<file path="src/rtl/seq_gen_serial.sv">
// Serial pattern generator: shifts out pattern[len-1:0] MSB-first, reps+1 times,
// then pulses done for one cycle. Illegal lengths are rejected with an err pulse.
module seq_gen_serial #(
   parameter int unsigned PW = 16
) (
   input  logic                  clk,
   input  logic                  rst,
   input  logic                  start,
   input  logic                  abort,
   input  logic [PW-1:0]         pattern,
   input  logic [$clog2(PW):0]   len,
   input  logic [3:0]            reps,
   output logic                  dout,
   output logic                  dout_valid,
   output logic                  busy,
   output logic                  done,
   output logic                  err
);

   localparam int unsigned LW = $clog2(PW) + 1;
   localparam int unsigned IW = $clog2(PW);

   typedef enum logic [1:0] {IDLE, SHIFT, DONE} state_t;

   state_t          state;
   logic [PW-1:0]   pat_q;
   logic [LW-1:0]   len_q;
   logic [3:0]      reps_q;
   logic [IW-1:0]   idx;
   logic [3:0]      rep_cnt;
   logic            fin;
   logic            len_ok_c;

   assign len_ok_c = (len != '0) && (len <= LW'(PW));

   // The entry edge only loads; bits start on the following edge, and the
   // cycle showing the last bit is still SHIFT (fin set) before DONE.
   always_ff @(posedge clk) begin
      if (rst) begin
         state      <= IDLE;
         pat_q      <= '0;
         len_q      <= '0;
         reps_q     <= '0;
         idx        <= '0;
         rep_cnt    <= '0;
         fin        <= 1'b0;
         dout       <= 1'b0;
         dout_valid <= 1'b0;
         busy       <= 1'b0;
         done       <= 1'b0;
         err        <= 1'b0;
      end else begin
         done <= 1'b0;
         err  <= 1'b0;
         case (state)
            IDLE: begin
               dout       <= 1'b0;
               dout_valid <= 1'b0;
               busy       <= 1'b0;
               if (start) begin
                  if (len_ok_c) begin
                     pat_q   <= pattern;
                     len_q   <= len;
                     reps_q  <= reps;
                     idx     <= IW'(len - LW'(1));
                     rep_cnt <= '0;
                     fin     <= 1'b0;
                     state   <= SHIFT;
                  end else begin
                     err <= 1'b1;
                  end
               end
            end
            SHIFT: begin
               if (abort) begin
                  state      <= IDLE;
                  dout       <= 1'b0;
                  dout_valid <= 1'b0;
                  busy       <= 1'b0;
               end else if (fin) begin
                  state      <= DONE;
                  done       <= 1'b1;
                  dout       <= 1'b0;
                  dout_valid <= 1'b0;
                  busy       <= 1'b0;
               end else begin
                  dout       <= pat_q[idx];
                  dout_valid <= 1'b1;
                  busy       <= 1'b1;
                  if (idx == '0) begin
                     if (rep_cnt == reps_q) begin
                        fin <= 1'b1;
                     end else begin
                        rep_cnt <= rep_cnt + 4'd1;
                        idx     <= IW'(len_q - LW'(1));
                     end
                  end else begin
                     idx <= idx - IW'(1);
                  end
               end
            end
            DONE: begin
               state      <= IDLE;
               dout       <= 1'b0;
               dout_valid <= 1'b0;
               busy       <= 1'b0;
            end
            default: begin
               state <= IDLE;
            end
         endcase
      end
   end

endmodule

</file>
<file path="config.mk">
export PLATFORM = sky130hd
export DESIGN_NAME = seq_gen_serial
export DESIGN_NICKNAME = d
export VERILOG_FILES = /design/src/rtl/seq_gen_serial.sv
export SDC_FILE = /design/constraint.sdc
export NUM_CORES = 1
export LEC_CHECK = 0
export CORE_MARGIN = 5
export CORE_UTILIZATION = 30
export DETAILED_ROUTE_END_ITERATION = 10
export GPL_ROUTABILITY_DRIVEN = 0
export PLACE_DENSITY_LB_ADDON = 0.08
export SYNTH_ARGS = -nofsm -noshare
export SYNTH_HDL_FRONTEND = slang
export SYNTH_SLANG_ARGS = --single-unit
export TNS_END_PERCENT = 20
</file>
<file path="constraint.sdc">
create_clock -name clk -period 4.5 [get_ports clk]
set_input_delay 0.9 -clock clk [delete_from_list [all_inputs] [get_ports clk]]
set_output_delay 0.9 -clock clk [all_outputs]
set_load 0.05 [all_outputs]
</file>
==> insert_results.sql <==
INSERT INTO impl_metrics (metric_group, metric, value, unit) VALUES
('synthesis', 'synth.top_cells.by_count', '50 x nand2_1, 39 x dfxtp_1, 30 x a21oi_1', ''),
('routing', 'first_pass_iters', '4', ''),
('cells_and_area', 'layout-drive-gt1-share', '8.51', '%'),
('timing', 'final_critical_path_setup_slack', '1540', 'ps'),
('cells_and_area', 'num-nets-final', '265', ''),
('power', 'design_power_total', '0.795', 'mW'),
('routing', 'drt-vias-per-instance', '4.79', ''),
('placed_design', 'place.port_buffers', '33', ''),
('timing', 'setup_total_negative_slack', '0', 'ps'),
('timing', 'final.hold.worst_slack', '453', 'ps'),
('clock_tree', 'clk-insertion-delay-late', '300', 'ps'),
('worst_setup_path', 'crit_path_max_fanout', '25', ''),
('synthesis', 'number_of_flops_mapped_to_enable_cells_by_yosys', '0', ''),
('cells_and_area', 'synthToLayoutAreaGrowth', '25.3', '%'),
('synthesis', 'synth_most_common_cell', 'nand2_1', ''),
('timing', 'fin_skew', '16.0', 'ps'),
('routing', 'initialDrtViolationCount', '53', ''),
('timing', 'achievable-frequency', '338', 'MHz'),
('synthesis', 'yosys-top-cells-area', 'dfxtp_1 43%, nand2_1 10%, a21oi_1 8.2%', ''),
('cells_and_area', 'antennaDiodeCount', '0', ''),
('worst_hold_path', 'hp-class', 'reg2reg', ''),
('timing', 'finalSetupViolCount', '0', ''),
('clock_tree', 'post_cts_resized', '0', ''),
('routing', 'drcViolationCount', '0', ''),
('global_route', 'first_global_vias', '1505', ''),
('global_route', 'number_of_antenna_violations_at_the_first_check_in_global_routing', '0', ''),
('worst_setup_path', 'required', '4670', 'ps'),
('timing', 'timing_worst_slew_pin_value', '856', 'ps'),
('synthesis', 'synth_async_sr_flop_share', '0', '%'),
('routing', 'route.detailed.wl_per_inst', '13.5', 'µm'),
('clock_tree', 'ctsHtreeMaxLevel', '2', ''),
('worst_hold_path', 'timing.hold.worst.start', 'pat_q[3]$_SDFFE_PP0P_', ''),
('floorplanning', 'floorplan.die.height', '88.1', 'µm'),
('placed_design', 'detailedPlace.worstSlack', '1170', 'ps'),
('timing', 'timing.slew.headroom', '42.8', '%'),
('global_route', 'grt_pass1_wl', '7160', 'µm'),
('clock_tree', 'tritoncts_clock_tree', 'done', ''),
('placed_design', 'place.detailed.instances', '302', ''),
('placed_design', 'dp_hpwl', '2960', 'µm'),
('synthesis', 'ys_ff_latch', '39', ''),
('clock_tree', 'clkSinkCount', '39', ''),
('power', 'power.static_leakage', '0.816', 'nW'),
('clock_tree', 'post_cts_buffers', '0', ''),
('power', 'max_vdd_drop', '0.135', 'mV'),
('worst_setup_path', 'timing.critical_path.from', 'len[3]', ''),
('floorplanning', 'floorplan.initialDensity', '30.9', '%'),
('clock_tree', 'cts.reportedPaths.clkPinSlew', '90', 'ps'),
('outcome', 'outcome', 'complete, no violations', ''),
('worst_setup_path', 'crit_path_end_kind', 'flop', ''),
('floorplanning', 'coreArea', '5920', 'µm²'),
('synthesis', 'synth_warnings', '0', ''),
('worst_setup_path', 'rr_startpoint', 'idx[0]$_SDFFE_PP0P_', ''),
('clock_tree', 'clk_root_buffer_cell', 'clkbuf_8', ''),
('floorplanning', 'die_area', '7760', 'µm²'),
('global_route', 'largest_net_degree_at_the_start_of_global_routing', '41', ''),
('clock_tree', 'cts_inserted_buffers', '5', ''),
('global_route', 'global_route.overflow_total', '0', ''),
('timing', 'finalMaxSlewViolations', '0', ''),
('global_route', 'grt_usage', '11.9', '%'),
('clock_tree', 'cts_hold_repair.buffers', '0', ''),
('cells_and_area', 'layout.cells.non_filler', '310', ''),
('timing', 'final_min_period_over_clock_period', '65.7', '%'),
('synthesis', 'cell_area_synth', '1830', 'µm²'),
('timing', 'report.final.hold_viol_count', '0', ''),
('cells_and_area', 'design_area', '2290', 'µm²'),
('synthesis', 'syn_area_per_cell', '8.97', 'µm²'),
('clock_tree', 'ctsLongestPathBuffers', '2', ''),
('job', 'timing.max_cap.violations', '0', ''),
('floorplanning', 'floorplan.io_pins', '34', ''),
('synthesis', 'synth_top_area_share', '42.7', '%'),
('power', 'power_per_unit_of_standard_cell_area', '347', 'nW/µm²');
## final timing paths
kind                           endpoint  cells past startpoint
setup / recovery       fin$_SDFFE_PP0P_                      6
hold / removal    pat_q[3]$_SDFFE_PP0P_                      2
setup reg to reg    idx[2]$_SDFFE_PP0P_                      6
hold reg to reg   pat_q[3]$_SDFFE_PP0P_                      2
## worst max-delay path: stages
cell	delay, ps
clkdlybuf4s50_1	440
nor4_1	530
xnor2_1	250
nand2_1	580
a32oi_1	370
nor2_1	60
## registers in the layout (all words and copies together) (netlist names), 2 cells and up
signal,count
rep_cnt,4
pat_q,16
reps_q,4
len_q,4
idx,4
state,2
## logic make-up (layout without fill, tap and decap cells)
logic type | count (synthesis) | in the layout | share of synthesized area, %
AND/OR/NAND/NOR | 83 | 83 | 22.0
AO/OA/AOI/OAI | 52 | 52 | 17.6
flip-flops | 39 | 39 | 42.7
buffers and inverters | 14 | 45 | 4.99
XOR/XNOR | 8 | 8 | 3.83
multiplexers | 6 | 6 | 7.52
adder cells (fa/ha/maj) | 2 | 2 | 1.37
## cells in the final DEF (no fill, tap or decap), types with 3 or more instances in the layout
cell | synthesis | final
inv_1 | 3 | 3
nor2_1 | 5 | 5
o21ai_0 | 4 | 4
xor2_1 | 6 | 6
mux4_1 | 4 | 4
nor2b_1 | 3 | 3
clkbuf_8 | 2 | 5
clkdlybuf4s50_1 | 0 | 32
or4_1 | 3 | 3
a21oi_1 | 30 | 30
nand2_1 | 50 | 50
dfxtp_1 | 39 | 39
## layer usage
layer / part of all wire [%] / routed length (µm) / global-route usage, %
met2: 44 / 1850 / 18.9
met5: 0 / 0 / 0
met1: 50 / 2080 / 15.5
met4: 1.7 / 73 / 4.53
met3: 4.3 / 179 / 3.20
## power by group
part	switching (mW)	total [mW]	internal, mW	leakage, nW
registers	0.0152	0.377	0.362	0.318
clock network	0.135	0.303	0.168	0.0587
logic	0.0580	0.116	0.0576	0.440
total	0.208	0.795	0.587	0.816
## layout make-up
type	count	area, µm²
Tap cell	75	93.8
Fill cell	631	3630
Clock inverter	3	47.5
Multi-Input combinational cell	151	957
Timing Repair Buffer	34	333
Clock buffer	5	68.8
Sequential cell	39	781
Inverter	3	11.3
No activity file was read; power rests on OpenSTA's default activity.
